$ cat config.mk
export PLATFORM = sky130hd
export DESIGN_NAME = bmc_acs_sched
export DESIGN_NICKNAME = d
export VERILOG_FILES = /design/src/rtl/bmc_acs_sched.sv
export SDC_FILE = /design/constraint.sdc
export NUM_CORES = 1
export LEC_CHECK = 0
export CAP_MARGIN = 20
export CORE_MARGIN = 2
export CORE_UTILIZATION = 51
export CTS_CLUSTER_DIAMETER = 40
export DETAILED_ROUTE_END_ITERATION = 7
export GPL_TIMING_DRIVEN = 1
export PLACE_DENSITY = 0.79
export SLEW_MARGIN = 20
export SYNTH_ARGS = -nofsm -noshare
export SYNTH_HDL_FRONTEND = slang
export SYNTH_SLANG_ARGS = --single-unit
$ cat constraint.sdc
create_clock -name clk -period 3.1 [get_ports clk]
set_clock_uncertainty 0.1 [all_clocks]
set_input_delay 0.31 -clock clk [delete_from_list [all_inputs] [get_ports clk]]
set_output_delay 0.31 -clock clk [all_outputs]
set_load 0.005 [all_outputs]
$ cat src/rtl/bmc_acs_sched.sv
// Frame sequencer for the K=3 Viterbi BMC/ACS datapath: symbol intake, grouped ACS, tail flush, traceback.
// Optional BMC_SCHED_STALL_CNT_EN adds a saturating input-starvation counter on stall_cnt.
module bmc_acs_sched #(
  parameter int FRAME_LEN = 256,
  parameter int TAIL_LEN  = 2,
  parameter int N_GRP     = 4,
  parameter int ADDR_W    = 9,
  localparam int GRP_W    = (N_GRP > 1) ? $clog2(N_GRP) : 1
) (
  input  logic              clk,
  input  logic              rst_n,
  input  logic              start,
  input  logic              in_valid,
  output logic              in_ready,
  input  logic [1:0]        in_rx_pair,
  output logic [1:0]        bmc_rx_pair,
  output logic              pm_init,
  output logic              acs_en,
  output logic [GRP_W-1:0]  acs_grp,
  output logic              sv_wr_en,
  output logic [ADDR_W-1:0] sv_wr_addr,
  output logic              tb_start,
  input  logic              tb_done,
  output logic              busy,
`ifdef BMC_SCHED_STALL_CNT_EN
  output logic [15:0]       stall_cnt,
`endif
  output logic              frame_done
);

  typedef enum logic [2:0] {
    IDLE, INIT, SYM_WAIT, ACS, FLUSH, TB_LAUNCH, TB_WAIT, DONE
  } state_t;

  localparam logic [GRP_W-1:0]  GRP_LAST  = GRP_W'(N_GRP - 1);
  localparam logic [ADDR_W-1:0] DATA_LAST = ADDR_W'(FRAME_LEN - 1);
  localparam logic [ADDR_W-1:0] STEP_LAST = ADDR_W'(FRAME_LEN + TAIL_LEN - 1);

  state_t            state, state_nxt;
  logic [GRP_W-1:0]  grp;
  logic [ADDR_W-1:0] step;
  logic              grp_last;

  assign grp_last = (grp == GRP_LAST);

  always_ff @(posedge clk or negedge rst_n) begin
    if (!rst_n) state <= IDLE;
    else        state <= state_nxt;
  end

  // Group index, trellis step and the pair held on the BMC bus for a whole group sweep
  always_ff @(posedge clk or negedge rst_n) begin
    if (!rst_n) begin
      grp         <= '0;
      step        <= '0;
      bmc_rx_pair <= 2'b00;
    end else begin
      case (state)
        INIT: begin
          grp  <= '0;
          step <= '0;
        end
        SYM_WAIT: begin
          if (in_valid) begin
            bmc_rx_pair <= in_rx_pair;
            grp         <= '0;
          end
        end
        ACS: begin
          if (grp_last) begin
            grp  <= '0;
            step <= step + 1'b1;
          end else begin
            grp <= grp + 1'b1;
          end
        end
        FLUSH: begin
          bmc_rx_pair <= 2'b00;
          grp         <= '0;
        end
        default: ;
      endcase
    end
  end

  always_comb begin
    state_nxt  = state;
    in_ready   = 1'b0;
    pm_init    = 1'b0;
    acs_en     = 1'b0;
    sv_wr_en   = 1'b0;
    tb_start   = 1'b0;
    frame_done = 1'b0;
    case (state)
      IDLE: begin
        if (start) state_nxt = INIT;
      end
      INIT: begin
        pm_init   = 1'b1;
        state_nxt = SYM_WAIT;
      end
      SYM_WAIT: begin
        in_ready = 1'b1;
        if (in_valid) state_nxt = ACS;
      end
      ACS: begin
        acs_en = 1'b1;
        if (grp_last) begin
          sv_wr_en = 1'b1;
          if (step < DATA_LAST)      state_nxt = SYM_WAIT;
          else if (step < STEP_LAST) state_nxt = FLUSH;
          else                       state_nxt = TB_LAUNCH;
        end
      end
      FLUSH: begin
        state_nxt = ACS;
      end
      TB_LAUNCH: begin
        tb_start  = 1'b1;
        state_nxt = TB_WAIT;
      end
      TB_WAIT: begin
        if (tb_done) state_nxt = DONE;
      end
      DONE: begin
        frame_done = 1'b1;
        state_nxt  = IDLE;
      end
      default: state_nxt = IDLE;
    endcase
  end

  assign busy       = (state != IDLE);
  assign acs_grp    = acs_en ? grp : '0;
  assign sv_wr_addr = sv_wr_en ? step : '0;

`ifdef BMC_SCHED_STALL_CNT_EN
  // Starvation: waiting for a symbol that the source is not offering
  always_ff @(posedge clk or negedge rst_n) begin
    if (!rst_n) begin
      stall_cnt <= '0;
    end else if (state == INIT) begin
      stall_cnt <= '0;
    end else if (state == SYM_WAIT && !in_valid && stall_cnt != 16'hFFFF) begin
      stall_cnt <= stall_cnt + 16'd1;
    end
  end
`endif

endmodule

---- Word-level counts from Yosys, hierarchy flattened ----
Index checks and enable logic that the tools add are counted.
word-level totals
  register bits after elaboration ......... 16
  output and inout bits ................... 20
  logic and storage cells ................. 53
  bits of input ports ..................... 7
operators by class
  $add $sub $neg .......................... 2
  equal/unequal tests ..................... 12
  mux-type cells .......................... 23
  reductions and logical operators ........ 10
  $lt $le $gt $ge ......................... 2
operators with widths
  cell                                                                  number
  3-bit case mux with 8 select lines                                    1
  9-bit two-way mux                                                     2
  9-bit case mux with 2 select lines                                    1
  3-bit two-way mux                                                     5
  3-bit == test, second input constant                                  4
  9-bit by 1-bit adder with 9-bit output, second input constant         1
  9-bit by 8-bit < comparator with 1-bit output, second input constant  1
  9-bit < comparator, second input constant                             1
  1-bit two-way mux                                                     8
  2-bit two-way mux                                                     4
  2-bit != test, second input constant                                  4
  3-bit by 2-bit == test with 1-bit output, second input constant       2
  2-bit case mux with 3 select lines                                    1
  2-bit AND reduction                                                   3
  3-bit nonzero test                                                    2
  2-bit case mux with 2 select lines                                    1
  4-bit AND reduction                                                   1
  2-bit nonzero test                                                    2
  3-bit by 1-bit == test with 1-bit output, second input constant       1
  3-bit zero test                                                       1
  2-bit by 1-bit adder with 2-bit output, second input constant         1
  2-bit == test, second input constant                                  1
  2-bit OR reduction                                                    1

---- Logic depth before layout (Yosys ltp) ----
Gate-level depths: netlist of the first run.
  depth after elaboration ................. 5
  mapped depth ............................ 7
  mapped depth without buffers ............ 6

---- Least setup slack after synthesis of the first run ----
Ideal clock, no wire load.
  kind .................................... register to output
  start ................................... reg grp[0]
  end ..................................... out sv_wr_addr[0]
  path slack .............................. 1440 ps
  data required time ...................... 2690 ps
  buffers on the path ..................... 1
  data arrival time ....................... 1250 ps
  cell stages (with the launch flop) ...... 6
  cells stage by stage .................... dfrtp_1 ha_1 nand4b_2 inv_1 buf_2 and2_1
between the ends
  word-level cells in the longest chain between the ends .. 4
ends and longest elaborated chain
  element                 line  RTL
  start, declared         40    logic [GRP_W-1:0] grp;
  start signal, assigned  74    grp <= grp + 1'b1;
  2-bit == test           44    assign grp_last = (grp == GRP_LAST);
  1-bit two-way mux       108   if (grp_last) begin
  1-bit two-way mux       94    case (state)
  net sv_wr_en            20    output logic sv_wr_en,
  9-bit two-way mux       135   assign sv_wr_addr = sv_wr_en ? step : '0;
  end, declared           21    output logic [ADDR_W-1:0] sv_wr_addr,
The timed path passes the listed nets, and every way through them passes these cells.

---- Final worst setup path of the first run ----
  start ................................... reg state[2]
  end ..................................... out sv_wr_addr[1]
between the ends
  word-level cells in the longest chain between the ends .. 3
ends and longest elaborated chain
  element                                   line  RTL
  start, declared                           39    state_t state, state_nxt;
  start signal, assigned                    48    else state <= state_nxt;
  3-bit by 2-bit == test with 1-bit output  94
  1-bit two-way mux                         94
  9-bit two-way mux                         135
No other way between the ends.

==> results.json, run 1 <==
{
  "synth_edf_count": 0,
  "clkSlewWorstSetupHoldPaths_ns": 0.10,
  "cts_buffers": 3,
  "antenna_found_initial": 0,
  "die_y_um": 49.43,
  "core_um2": 1962,
  "nFillCells": 168,
  "cts_resized": 0,
  "synth_nets": 130,
  "arrival_ns": 2.36,
  "ys_ff_latch": 16,
  "crit_type": "reg2out",
  "grt_first_pass_wirelength_um": 4036,
  "r2r-end": "step[3]$_DFFE_PN0P_",
  "critPathLaunchType": "register",
  "async_flop_share_pct": 100.0,
  "syn_inst": 121,
  "worst_pin_slew_ns": 0.7048,
  "synthSimpleGateAreaFrac_pct": 33.65,
  "ys.flop_type": "dfrtp_1",
  "end_kind": "output pin",
  "ant_nets": 0,
  "yosys_warnings": 0,
  "crit_family": "buffers and inverters",
  "grt_pass1_vias": 858,
  "critical_path.max_stage_delay_ns": 0.61,
  "fin_util_pct": 68.56,
  "grtUsageMet2_pct": 34.46,
  "path_cells": "nand4b_2, inv_1, and2_1, clkdlybuf4s50_1",
  "synthAdderAreaFrac_pct": 2.378,
  "reg2reg_from": "state[2]$_DFFE_PN0P_",
  "wirelength_um": 2324,
  "n_antenna_cell": 0,
  "die_x_um": 49.43,
  "fmax_ghz": 0.3615,
  "synth_top_cell_area_share_pct": 38.05,
  "mostFrequentLayoutCells": "clkdlybuf4s50_1 (26), dfrtp_1 (16), nor2_1 (11), and2_1 (11)",
  "grt_max_degree": 18,
  "postCtsSetupBuffers": 0,
  "synth_compound_area_share_pct": 14.51,
  "fp-row-count": 16,
  "synth_xor_xnor_area_share_pct": 4.162,
  "synth_top_family_by_area": "simple AND/OR/NAND/NOR gates",
  "die_area_um2": 2443,
  "use_met3_pct": 3.681,
  "rsz0062_at_grt": "false",
  "timing.critical_path.buf_inv": 2,
  "num_io_pins": 27,
  "cts_tree": "done",
  "routedWlPerCell_um": 13.51,
  "grtUsageTotal_pct": 21.43,
  "rrSetupSlack_ns": 1.13,
  "drc": 0,
  "areaGrowthSynthToFinish_pct": 27.82,
  "grt_use_met1_pct": 29.88,
  "slowest_stage": "dfrtp_1",
  "cts-root-buf": "clkbuf_4",
  "via_count": 982,
  "dr.pass1.iters": 4,
  "start_util_pct": 53.64,
  "first_iter_violations": 18,
  "period_share_pct": 89.23,
  "hold_viol": 0,
  "synth_area_um2": 1052,
  "cp_max_fo": 17,
  "slew_headroom_pct": 52.87,
  "drive_gt1_share_pct": 7.586,
  "top_usage_layer": "met2",
  "maxCapViolations": 0,
  "slew_viol_final": 0,
  "avgSynthCellArea_um2": 8.696,
  "yosysSeqAreaShare_pct": 38.05,
  "status": "complete, no violations",
  "clkSinkCount": 16,
  "rr_worst_depth": 5,
  "hpwl_um": 1757,
  "synth_top_area_cell": "dfrtp_1",
  "required_ns": 2.69,
  "clk_latency_ns": 0.30,
  "tns_ns": 0,
  "hp-class": "in2async",
  "gp_congestion": 0.8317,
  "min_period_ns": 2.766,
  "cts_hold_buf": 0,
  "clock_path_buffers": 2,
  "synth_mux_area_share_pct": 0.9512,
  "overflow": 0,
  "viasPerCell": 5.709,
  "final_nets": 155,
  "final_common_cell": "clkdlybuf4s50_1",
  "power.leakage_nw": 0.5828,
  "ir_drop_mv": 0.5375,
  "setup_viol_count_final": 0,
  "ys_types": 40,
  "port_buffers": 26,
  "pwr_density_cell_nw_per_um2": 729.4,
  "netlist_top_cells_area": "dfrtp_1 (38%), and2_1 (6.5%), nor2_1 (3.9%)",
  "htreeDepth": 1
}
[layout make-up]
cell class	count	area, µm²	area share, %
multi-input cells	92	585.6	43.53
flip-flops and latches	16	400.4	29.77
repair buffers	26	260.3	19.35
clock buffers	4	36.28	2.698
well taps	27	33.78	2.512
inverters	7	28.78	2.140
[power breakdown]
group | total (W) | internal [W] | switching [W]
Combinational | 0.000454 | 0.000244 | 0.000210
Clock | 0.000144 | 0.0000717 | 0.0000725
Sequential | 0.000383 | 0.000261 | 0.000122
[Yosys cell counts (all sizes together) (2+ instances only)]
library cell and instances:
nor2 13, nand3 8, inv 7, dfrtp 16, or3 3, and2 11
nand2 10, nand4 4, o22ai 3, or4 2, ha 2, a32oi 2
a21oi 6, a22o 2, o21ai 4, buf 5, nor3 3, xnor2 2
nand2b 2, xor2 3
[worst reg2reg max path, cell delays in order (launching register included)]
cell and delay (ns):
dfrtp_1 0.61, nand4b_2 0.42, inv_1 0.32, nand4_1 0.17, xor2_1 0.18, nor2_1 0.06
[through the flow]
step	hold WS, ns	cells	worst slack, ns	power [W]	cell area (µm²)
5_1_grt	0.3889	172	0.1601	0.001059	1345
3_3_place_gp	0.4384	168	0.7624	0.0008176	1309
2_1_floorplan	-0.08559	121	1.440	0.0006732	1052
4_1_cts	0.3504	172	0.3320	0.0009825	1345
3_5_place_dp	0.4446	168	0.6637	0.0008417	1309
6_report	0.3274	172	0.3339	0.0009811	1345
[state kept, by name (all words and copies together), names as in the netlist]
name / flops
bmc_rx_pair: 2
state: 3
grp: 2
step: 9
[routing by layer]
metal	routed length, µm	up-vias
li1	-	482
met3	76	2
met1	1075	482
met4	17	0
met5	0	-
met2	1155	16
[how the worst max path moves through the flow]
stage                                     from            end  cells after the start
final                     state[2]$_DFFE_PN0P_  sv_wr_addr[1]                      4
after global routing      state[2]$_DFFE_PN0P_  sv_wr_addr[1]                      4
after CTS                 state[2]$_DFFE_PN0P_  sv_wr_addr[1]                      4
after detailed placement  state[2]$_DFFE_PN0P_  sv_wr_addr[1]                      4
after global placement    state[2]$_DFFE_PN0P_  sv_wr_addr[1]                      4
after floorplan             grp[0]$_DFFE_PN0P_  sv_wr_addr[0]                      5
[cells by family (layout without fill, tap and decap cells)]
kind of cell / Yosys count / count (layout)
AO/OA/AOI/OAI: 23 / 23
XOR/XNOR: 5 / 5
adder cells (fa/ha/maj): 2 / 2
buffers and inverters: 13 / 37
flip-flops: 16 / 16
multiplexers: 1 / 1
AND/OR/NAND/NOR: 61 / 61
Power figures use the tool's default switching activity.
==> run 2: changes to the inputs <==
Settings changed: ABC_AREA from default to 1, CELL_PAD_IN_SITES_DETAIL_PLACEMENT from default to 0, CELL_PAD_IN_SITES_GLOBAL_PLACEMENT from default to 1, CORE_UTILIZATION 51 to 36.
==> run 2 against run 1 <==
Non-clock buffer count unchanged. Combinational power down 8.4%. Count of clock-buffer cells in the layout unchanged.
==> results.json, run 2 <==
{
  "mostFrequentLayoutCells": "nand2_1 (37), nor2_1 (26), clkdlybuf4s50_1 (26), inv_1 (25), dfrtp_1 (16)",
  "avgSynthCellArea_um2": 6.890,
  "slowest_stage": "dfrtp_1",
  "arrival_ns": 1.90,
  "r2r-end": "step[8]$_DFFE_PN0P_",
  "cts_buffers": 3,
  "htreeDepth": 1,
  "ys_ff_latch": 16,
  "clk_latency_ns": 0.29,
  "ant_nets": 0,
  "n_antenna_cell": 0,
  "synth_area_um2": 1061,
  "clkSlewWorstSetupHoldPaths_ns": 0.11,
  "ir_drop_mv": 0.4590,
  "worst_pin_slew_ns": 0.7900,
  "critical_path.max_stage_delay_ns": 0.51,
  "crit_end": "sv_wr_addr[8]",
  "fmax_ghz": 0.4332,
  "drc": 0,
  "final_nets": 190,
  "setup_viol_count_final": 0,
  "grt_pass1_vias": 962,
  "clkSinkCount": 16,
  "synth_nets": 163,
  "synth_edf_count": 0,
  "path_cells": "nand2_2, nor2_8, nand2_4, nor2_1, clkdlybuf4s50_1",
  "fin_util_pct": 49.17,
  "grt_max_degree": 17,
  "required_ns": 2.69,
  "pwr_density_cell_nw_per_um2": 630.9,
  "synth_top_area_cell": "dfrtp_1",
  "nFillCells": 289,
  "end_kind": "output pin",
  "core_um2": 2781,
  "syn_inst": 154,
  "cts_resized": 0,
  "port_buffers": 26,
  "rrSetupSlack_ns": 1.49,
  "rsz0062_at_grt": "false",
  "slew_headroom_pct": 47.17,
  "die_area_um2": 3398,
  "antenna_found_initial": 0,
  "yosysMostFrequentCell": "nand2_1",
  "areaGrowthSynthToFinish_pct": 28.89,
  "grt_first_pass_wirelength_um": 4291,
  "critPathLaunchType": "register",
  "hp-class": "in2async",
  "postCtsSetupBuffers": 0,
  "drive_gt1_share_pct": 6.667,
  "synth_top_cell_area_share_pct": 37.74,
  "largest_reg_flops": 9,
  "start_util_pct": 38.15,
  "top_register": "step",
  "gp_congestion": 0.7957,
  "die_x_um": 58.29,
  "status": "complete, no violations",
  "reg2reg_from": "state[0]$_DFFE_PN0P_",
  "cts_hold_buf": 0,
  "min_period_ns": 2.309,
  "die_y_um": 58.29,
  "maxCapViolations": 0,
  "wirelength_um": 2421,
  "grtUsageTotal_pct": 16.22,
  "slew_viol_final": 0,
  "first_iter_violations": 26,
  "synth_common_cells": "nand2_1 (37), nor2_1 (26), inv_1 (25)",
  "ys.flop_type": "dfrtp_1",
  "power.leakage_nw": 0.6599,
  "cts-root-buf": "clkbuf_4",
  "netlist_top_cells_area": "dfrtp_1 (38%), nand2_1 (13%), nor2_1 (9.2%)",
  "num_io_pins": 27,
  "routedWlPerCell_um": 11.47,
  "fp-row-count": 19,
  "dr.pass1.iters": 4,
  "period_share_pct": 74.47,
  "cp_max_fo": 12,
  "yosysSeqAreaShare_pct": 37.74,
  "clock_path_buffers": 2,
  "via_count": 1008,
  "crit_type": "reg2out",
  "largestRegisters": "step (9), state (3)",
  "startpoint": "state[0]$_DFFE_PN0P_",
  "cts_tree": "done",
  "tns_ns": 0,
  "hold_viol": 0,
  "rr_worst_depth": 8,
  "viasPerCell": 4.777,
  "ys_types": 20,
  "hpwl_um": 1867,
  "final_common_cell": "nand2_1",
  "overflow": 0,
  "async_flop_share_pct": 100.0,
  "yosys_warnings": 0
}
## run 2: cell count changes in the layout (fill, tap and decap cells not counted), moves of 4 or more
| cell | delta |
|---|---|
| o21ai_0 | +6 |
| a21oi_1 | -4 |
| inv_1 | +20 |
| and2_1 | -11 |
| nor2_1 | +15 |
| nand3_1 | +6 |
| nand2_1 | +29 |
## run 2: cell families after synthesis
kind of cell | after synthesis | synth area share [%]
adder cells (fa/ha/maj) | 2 | 2.358
AND/OR/NAND/NOR | 91 | 40.57
AO/OA/AOI/OAI | 14 | 7.075
buffers and inverters | 31 | 12.26
flip-flops | 16 | 37.74
## run 2: worst min path at each step
| stage | from | endpoint | slack, ns | cells after the start |
|---|---|---|---|---|
| 6_report | rst_n | step[2]$_DFFE_PN0P_ | 0.37 | 1 |
| 5_1_grt | rst_n | step[4]$_DFFE_PN0P_ | 0.43 | 1 |
| 4_1_cts | rst_n | step[6]$_DFFE_PN0P_ | 0.39 | 1 |
| 3_5_place_dp | bmc_rx_pair[0]$_DFFE_PN0P_ | bmc_rx_pair[0]$_DFFE_PN0P_ | 0.40 | 2 |
| 3_3_place_gp | bmc_rx_pair[0]$_DFFE_PN0P_ | bmc_rx_pair[0]$_DFFE_PN0P_ | 0.39 | 2 |
| 2_1_floorplan | rst_n | bmc_rx_pair[0]$_DFFE_PN0P_ | -0.09 | 0 |
## run 2: critical path: cells and delay by family (launching register included)
| kind | cells | cell delay, ns |
|---|---|---|
| simple gates | 4 | 0.60 |
| flops | 1 | 0.51 |
| buf+inv | 1 | 0.50 |
## run 2: routing by layer
layer	track usage [%]	part of all wire (%)	up-vias
li1	-	-	532
met1	22.30	48	449
met2	26.81	46	25
met3	2.418	4.7	2
met4	3.987	0.45	0
met5	0	0	-
## run 2: cell type report
cell class | count | area (µm²) | share of cell area (%)
inverters | 27 | 101.3 | 7.411
flip-flops and latches | 16 | 400.4 | 29.28
repair buffers | 26 | 260.3 | 19.03
clock buffers | 4 | 36.28 | 2.653
well taps | 31 | 38.79 | 2.836
multi-input cells | 107 | 530.5 | 38.79
## run 2: power breakdown
part | switching, W | internal, W | total, W | leakage [nW]
Combinational | 0.000236 | 0.000180 | 0.000416 | 0.426
Sequential | 0.0000480 | 0.000253 | 0.000301 | 0.213
Clock | 0.0000742 | 0.0000714 | 0.000146 | 0.0210
Total | 0.000358 | 0.000505 | 0.000863 | 0.660
## run 2: through the flow
| step | hold WS (ns) | power, W | cell area, µm² | std cells | setup slack, ns |
|---|---|---|---|---|---|
| finish | 0.3676 | 0.0008628 | 1368 | 211 | 0.7913 |
| global placement | 0.3941 | 0.0007264 | 1331 | 207 | 1.136 |
| global route | 0.4326 | 0.0009490 | 1368 | 211 | 0.6197 |
| floorplan | -0.08559 | 0.0005857 | 1061 | 154 | 1.639 |
| CTS | 0.3917 | 0.0008758 | 1368 | 211 | 0.7534 |
| detailed placement | 0.3964 | 0.0007270 | 1331 | 207 | 1.097 |
